<file path="config.mk">
export PLATFORM = sky130hd
export DESIGN_NAME = dwconv1d_sched_flat
export DESIGN_NICKNAME = d
export VERILOG_FILES = /design/src/rtl/dwconv1d_sched_if.sv /design/src/rtl/dwconv1d_sched.sv /design/src/flat_wrapper.sv
export SDC_FILE = /design/constraint.sdc
export NUM_CORES = 1
export LEC_CHECK = 0
export ABC_AREA = 1
export CORE_MARGIN = 2
export CORE_UTILIZATION = 37
export CTS_CLUSTER_SIZE = 24
export DETAILED_ROUTE_END_ITERATION = 10
export PLACE_DENSITY = 0.59
export SYNTH_ARGS = -nofsm -noshare
export SYNTH_HDL_FRONTEND = slang
export SYNTH_SLANG_ARGS = --single-unit
</file>
<file path="constraint.sdc">
create_clock -name clk -period 1.91 [get_ports clk]
set_input_delay 0.191 -clock clk [delete_from_list [all_inputs] [get_ports clk]]
set_output_delay 0.191 -clock clk [all_outputs]
set_load 0.01 [all_outputs]
</file>
<file path="src/rtl/dwconv1d_sched_if.sv">
// Handshake bundle between the job scheduler, its requesters and the shared
// depthwise engine.
interface dwconv1d_sched_if #(
    parameter int N_REQ = 3,
    parameter int CNT_W = 16
);
    logic [N_REQ-1:0] req;
    logic [N_REQ-1:0] gnt;
    logic             eng_start;
    logic             eng_done;
    logic [N_REQ-1:0] rsp_done;
    logic [N_REQ-1:0] rsp_err;
    logic             busy;
    logic             err_sticky;
    logic [CNT_W-1:0] jobs_done;

    modport master (
        input  req, eng_done,
        output gnt, eng_start, rsp_done, rsp_err, busy, err_sticky, jobs_done
    );

    modport slave (
        output req, eng_done,
        input  gnt, eng_start, rsp_done, rsp_err, busy, err_sticky, jobs_done
    );
endinterface

</file>
<file path="src/rtl/dwconv1d_sched.sv">
// Round-robin scheduler sharing one depthwise conv engine among N_REQ
// requesters, with a done watchdog and a completed-job counter.
module dwconv1d_sched #(
    parameter int N_REQ   = 3,
    parameter int TIMEOUT = 255,
    parameter int CNT_W   = 16
) (
    input  logic             clk,
    input  logic             rst_n,
    dwconv1d_sched_if.master bus
);
    localparam int               IDX_W      = $clog2(N_REQ);
    localparam logic [15:0]      TIMEOUT_C  = 16'(TIMEOUT);
    localparam logic [IDX_W:0]   N_REQ_C    = (IDX_W+1)'(N_REQ);
    localparam logic [IDX_W-1:0] LAST_IDX_C = IDX_W'(N_REQ - 1);
    localparam logic [N_REQ-1:0] ONE_OH_C   = {{(N_REQ-1){1'b0}}, 1'b1};
    localparam logic [CNT_W-1:0] CNT_ONE_C  = {{(CNT_W-1){1'b0}}, 1'b1};

    typedef enum logic [2:0] {
        S_IDLE     = 3'd0,
        S_LAUNCH   = 3'd1,
        S_RUN      = 3'd2,
        S_COMPLETE = 3'd3,
        S_ABORT    = 3'd4
    } state_t;

    state_t           state_r;
    state_t           state_next_s;
    logic [IDX_W-1:0] ptr_r;
    logic [IDX_W-1:0] gnt_idx_r;
    logic [15:0]      wd_r;
    logic [N_REQ-1:0] gnt_r;
    logic             eng_start_r;
    logic [N_REQ-1:0] rsp_done_r;
    logic [N_REQ-1:0] rsp_err_r;
    logic             busy_r;
    logic             err_sticky_r;
    logic [CNT_W-1:0] jobs_done_r;

    logic [IDX_W:0]   pick_s;
    logic             pick_vld_s;
    logic [IDX_W-1:0] pick_idx_s;
    logic [N_REQ-1:0] pick_oh_s;

    // Returns {valid, index} of the first set request at or after p, wrapping.
    // Scanning downward lets the smallest offset from p overwrite the result last.
    function automatic logic [IDX_W:0] rr_pick(input logic [N_REQ-1:0] r,
                                               input logic [IDX_W-1:0] p);
        logic [IDX_W:0] res;
        logic [IDX_W:0] s;
        res = '0;
        for (int i = N_REQ - 1; i >= 0; i--) begin
            s = {1'b0, p} + (IDX_W+1)'(i);
            s = (s >= N_REQ_C) ? (s - N_REQ_C) : s;
            if (r[s[IDX_W-1:0]]) begin
                res = {1'b1, s[IDX_W-1:0]};
            end else begin
                res = res;
            end
        end
        return res;
    endfunction

    // Round-robin arbitration over the live request vector.
    always_comb begin
        pick_s     = rr_pick(bus.req, ptr_r);
        pick_vld_s = pick_s[IDX_W];
        pick_idx_s = pick_s[IDX_W-1:0];
        pick_oh_s  = ONE_OH_C << pick_idx_s;
    end

    // Next-state logic; done wins over the watchdog on the same cycle.
    always_comb begin
        state_next_s = state_r;
        case (state_r)
            S_IDLE: begin
                if (pick_vld_s) begin
                    state_next_s = S_LAUNCH;
                end else begin
                    state_next_s = S_IDLE;
                end
            end
            S_LAUNCH: state_next_s = S_RUN;
            S_RUN: begin
                if (bus.eng_done) begin
                    state_next_s = S_COMPLETE;
                end else if (wd_r == TIMEOUT_C) begin
                    state_next_s = S_ABORT;
                end else begin
                    state_next_s = S_RUN;
                end
            end
            S_COMPLETE: state_next_s = S_IDLE;
            S_ABORT:    state_next_s = S_IDLE;
            default:    state_next_s = S_IDLE;
        endcase
    end

    // State register.
    always_ff @(posedge clk or negedge rst_n) begin
        if (!rst_n) begin
            state_r <= S_IDLE;
        end else begin
            state_r <= state_next_s;
        end
    end

    // Grant, watchdog, pointer and all outputs, registered from the next state
    // so each pulse lines up with the state it belongs to.
    always_ff @(posedge clk or negedge rst_n) begin
        if (!rst_n) begin
            ptr_r        <= '0;
            gnt_idx_r    <= '0;
            wd_r         <= '0;
            gnt_r        <= '0;
            eng_start_r  <= 1'b0;
            rsp_done_r   <= '0;
            rsp_err_r    <= '0;
            busy_r       <= 1'b0;
            err_sticky_r <= 1'b0;
            jobs_done_r  <= '0;
        end else begin
            eng_start_r <= (state_next_s == S_LAUNCH);
            busy_r      <= (state_next_s != S_IDLE);
            rsp_done_r  <= (state_next_s == S_COMPLETE) ? gnt_r : '0;
            rsp_err_r   <= (state_next_s == S_ABORT) ? gnt_r : '0;
            case (state_r)
                S_IDLE: begin
                    gnt_r     <= pick_vld_s ? pick_oh_s : '0;
                    gnt_idx_r <= pick_idx_s;
                end
                S_LAUNCH: begin
                    wd_r <= '0;
                end
                S_RUN: begin
                    if (wd_r != TIMEOUT_C) begin
                        wd_r <= wd_r + 16'd1;
                    end
                    if (state_next_s == S_COMPLETE) begin
                        jobs_done_r <= jobs_done_r + CNT_ONE_C;
                    end
                    if (state_next_s == S_ABORT) begin
                        err_sticky_r <= 1'b1;
                    end
                end
                S_COMPLETE, S_ABORT: begin
                    gnt_r <= '0;
                    ptr_r <= (gnt_idx_r == LAST_IDX_C) ? '0 : (gnt_idx_r + 1'b1);
                end
                default: begin
                    gnt_r <= '0;
                end
            endcase
        end
    end

    assign bus.gnt        = gnt_r;
    assign bus.eng_start  = eng_start_r;
    assign bus.rsp_done   = rsp_done_r;
    assign bus.rsp_err    = rsp_err_r;
    assign bus.busy       = busy_r;
    assign bus.err_sticky = err_sticky_r;
    assign bus.jobs_done  = jobs_done_r;
endmodule

</file>
<file path="src/flat_wrapper.sv">
// flat-port wrapper written by rule: the top's interface ports become plain ports
module dwconv1d_sched_flat 
#(
    parameter int N_REQ   = 3,
    parameter int TIMEOUT = 255,
    parameter int CNT_W   = 16
)
  (clk, rst_n, bus_req, bus_eng_done, bus_gnt, bus_eng_start, bus_rsp_done, bus_rsp_err, bus_busy, bus_err_sticky, bus_jobs_done);
  dwconv1d_sched_if #(.N_REQ(N_REQ), .CNT_W(CNT_W)) bus_i ();
  input  logic clk;
  input  logic rst_n;
  input wire logic [$bits(bus_i.req)-1:0] bus_req;
  input wire logic [$bits(bus_i.eng_done)-1:0] bus_eng_done;
  output wire logic [$bits(bus_i.gnt)-1:0] bus_gnt;
  output wire logic [$bits(bus_i.eng_start)-1:0] bus_eng_start;
  output wire logic [$bits(bus_i.rsp_done)-1:0] bus_rsp_done;
  output wire logic [$bits(bus_i.rsp_err)-1:0] bus_rsp_err;
  output wire logic [$bits(bus_i.busy)-1:0] bus_busy;
  output wire logic [$bits(bus_i.err_sticky)-1:0] bus_err_sticky;
  output wire logic [$bits(bus_i.jobs_done)-1:0] bus_jobs_done;
  assign bus_i.req = bus_req;
  assign bus_i.eng_done = bus_eng_done;
  assign bus_gnt = bus_i.gnt;
  assign bus_eng_start = bus_i.eng_start;
  assign bus_rsp_done = bus_i.rsp_done;
  assign bus_rsp_err = bus_i.rsp_err;
  assign bus_busy = bus_i.busy;
  assign bus_err_sticky = bus_i.err_sticky;
  assign bus_jobs_done = bus_i.jobs_done;
  dwconv1d_sched #(.N_REQ(N_REQ), .TIMEOUT(TIMEOUT), .CNT_W(CNT_W)) u_core (.clk(clk), .rst_n(rst_n), .bus(bus_i));
endmodule
</file>
==> flow_summary_export.csv <==
group,metric,value,unit
run_status,status,"finished, final reports clean",
global_route,grt_usage,0.152,
global_route,grt_max_degree,26,
floorplan,initial_utilization,0.382,
placement,place.gp.congestion,0.860,
global_route,grt_pass1_vias,2245,
sta,hold_viol_final,0,
placement,numPlacedInstances,475,
yosys,synth.most_common_cell,"nand2_1",
sta,finalSetupViolations,0,
sta,worst_pin_slew,0.534,ns
cts,cts_resized,0,
routing,drc_errors,0,
global_route,antenna_found_initial,0,
power,p_seq_frac,0.407,
power,switching_share,0.416,
power,combinationalPowerShare,0.420,
cts,cts_hold_buf,1,
yosys,ys_top_cells_by_count,"nand2_1, dfrtp_1, nand3_1, inv_1, nor2_1",
cts,clock_path_buffers,2,
routing,routedWlPerCell,12.2,um
floorplan,row_count,31,
critical_path,critPathTopFamily,"simple AND/OR/NAND/NOR gates",
critical_path,r2r_slack,0.21,ns
power,cellPowerDensity,1090,nW/um^2
sta,tns,0,ns
critical_path,cp_cell_sequence,"ha_1, nand3_1, inv_2, nand2_2, inv_2, nand2_4, nand2_4, nand2_4, nor2_1, nand3_1",
critical_path,worst_setup_path_end_kind,"flop",
yosys,yosysSeqAreaShare,0.458,
cts,clock_sinks,51,
global_route,grt_pass1_wl,10400,um
yosys,synth_async_sr_flop_share,1.00,
sta,fin_crit,1.70,ns
critical_path,arrival,1.89,ns
sta,relSlewSlack,0.641,
routing,vias,2283,
min_path,hold_class,"in -> async",
layout,antennaDiodeCount,0,
yosys,synth_fp_nets,356,
routing,dr.first_iter.drc_count,96,
cts,clock_latency,0.30,ns
yosys,ys_ff_latch,51,
routing,vias_per_cell,4.72,
placement,dp_hpwl,4430,um
yosys,synth_area_leader_cell,"dfrtp_1",
routing,postRouteWirelength,5880,um
yosys,synth_edf_count,0,
critical_path,startpoint_type,"flop",
floorplan,die_y,90.8,um
yosys,netlist_instances,344,
yosys,synth_top_area_share,0.458,
power,power.leakage,1.56,nW
critical_path,crit_path_top_delay_cell,"dfrtp_1",
yosys,ys_top_cells_by_area,"dfrtp_1, nand2_1, nand3_1",
floorplan,dieArea,8250,sq um
cts,cts_buffers,5,
yosys,synth_flop_cell,"dfrtp_1",
power,clkPwrFrac,0.173,
sta,fmax,587,MHz
power,p_total,3.64,mW
power,power.internal,2.13,mW
sta,skew,0.00388,ns
layout,finalNonFillerCells,484,
layout,drive_gt1_frac,0.0987,
layout,syn_to_final_growth,19.4,%
sta,whs,0.300,ns
critical_path,slowest_delay,0.42,ns
sta,slew_viol_final,0,
yosys,synth_cell_types,29,
cts,cts_tree,"built",
routing,ant_nets,0,
critical_path,worstSetupPathType,"reg -> reg",
yosys,postSynthAreaPerCell,8.11,sq um
sta,rsz0062_at_grt,"no",
critical_path,critPathMaxFanout,17,
floorplan,die_width,90.8,um
cts,clk_pin_slew,0.10,ns
cts,h-tree-depth,2,
global_route,grt_overflow,0,
critical_path,required,2.09,ns
power,power.switching,1.52,mW
critical_path,crit_buf_inv,2,
sta,fin_crit_sh,0.892,
yosys,yosysWarningCount,0,
cts,clockRootBuffer,"clkbuf_8",
flow_run,drv_cap,0,
yosys,syn_area,2790,sq um
routing,dr.pass1.iters,4,
power,vdd_drop_max,0.737,mV
floorplan,io_pins,34,
floorplan,core,7290,sq um
layout,fin_nets,396,
critical_path,crit_top_cell,"nand2_4",
placement,portBuffers,33,
cts,cts_setup_buffers,0,
-- sequential cells by signal (all words and copies together), names as in the netlist --
signal	count
u_core.state_r	3
u_core.gnt_idx_r	2
u_core.bus.gnt	3
u_core.bus.jobs_done	16
u_core.bus.eng_start	1
u_core.bus.err_sticky	1
u_core.bus.busy	1
u_core.ptr_r	2
u_core.wd_r	16
u_core.bus.rsp_done	3
u_core.bus.rsp_err	3
-- logic make-up (layout without fill, tap and decap cells) --
kind of cell,after synthesis,after routing,share of synthesized area
AOI/OAI and AO/OA,28,28,0.0637
adders and majority gates,6,6,0.0269
buffers and inverters,52,93,0.0794
and+or+nand+nor,188,188,0.313
xor gates and xnor gates,19,19,0.0597
DFF,51,51,0.458
-- power by group through the flow --
stage / combinational [mW] / clock [mW] / sequential, mW
after floorplan: 1.04 / 0 / 1.52
after global placement: 1.51 / 0 / 1.51
after detailed placement: 1.54 / 0 / 1.51
after CTS: 1.55 / 0.657 / 1.49
after global routing: 1.72 / 0.700 / 1.52
final: 1.53 / 0.630 / 1.48
-- stage by stage --
step / cell area (sq um) / setup slack [ns] / utilization
after floorplan: 2790 / 0.423 / -
after global placement: 3230 / 0.269 / 0.443
after detailed placement: 3230 / 0.218 / 0.443
after CTS: 3330 / 0.205 / 0.457
after global routing: 3330 / 0.00534 / 0.457
final: 3330 / 0.206 / 0.457
-- cell usage in the layout (no fill, tap or decap) --
cell	n
buf_4	2
clkdlybuf4s50_1	32
or2_1	1
o21ai_0	16
xor2_1	13
a21oi_1	1
nor3_1	11
clkinv_1	1
nand4_1	10
clkinv_2	2
o21ai_2	7
dfrtp_1	51
nor2_2	2
xnor2_1	6
nand2_1	76
ha_1	6
nand3b_1	1
inv_2	6
o22ai_2	1
nand3_1	45
dlygate4sd3_1	1
o21ai_1	2
a21oi_2	1
nor2_4	1
or2_2	1
nand2_4	3
inv_6	1
clkbuf_8	5
buf_2	1
nand2_2	3
buf_12	1
inv_1	41
nor2_1	32
nor3b_1	1
nor2_8	1
-- cell type report --
class / count / area [sq um]
clock buffer: 5 / 68.8
fill: 745 / 3960
clock inverter: 3 / 18.8
multi-input combinational: 241 / 1290
tap: 99 / 124
timing repair buffer: 37 / 370
inverter: 48 / 180
sequential: 51 / 1280
-- worst paths after layout --
path / cells after the start / to / startpoint
min in group clk: 1 / u_core.bus.err_sticky / u_core.bus.err_sticky
hold / removal: 2 / u_core.wd_r[14] / rst_n
hold reg to reg: 1 / u_core.bus.err_sticky / u_core.bus.err_sticky
setup / recovery: 10 / u_core.bus.busy / u_core.wd_r[0]
setup reg to reg: 10 / u_core.bus.busy / u_core.wd_r[0]
max in group asynchronous: 3 / u_core.wd_r[12] / rst_n
-- worst register-to-register path: stages, from the launching register on --
cell	delay, ns
dfrtp_1	0.42
ha_1	0.22
nand3_1	0.15
inv_2	0.11
nand2_2	0.07
inv_2	0.07
nand2_4	0.06
nand2_4	0.09
nand2_4	0.16
nor2_1	0.17
nand3_1	0.08
-- layer usage --
layer | routed length, um | vias up | track usage
li1 | - | 1180 | -
met1 | 2990 | 1064 | 0.217
met2 | 2660 | 34 | 0.238
met3 | 191 | 5 | 0.0309
met4 | 45 | 0 | 0.0379
met5 | 0 | - | 0
Note: power is estimated with default switching activity, not from simulation.
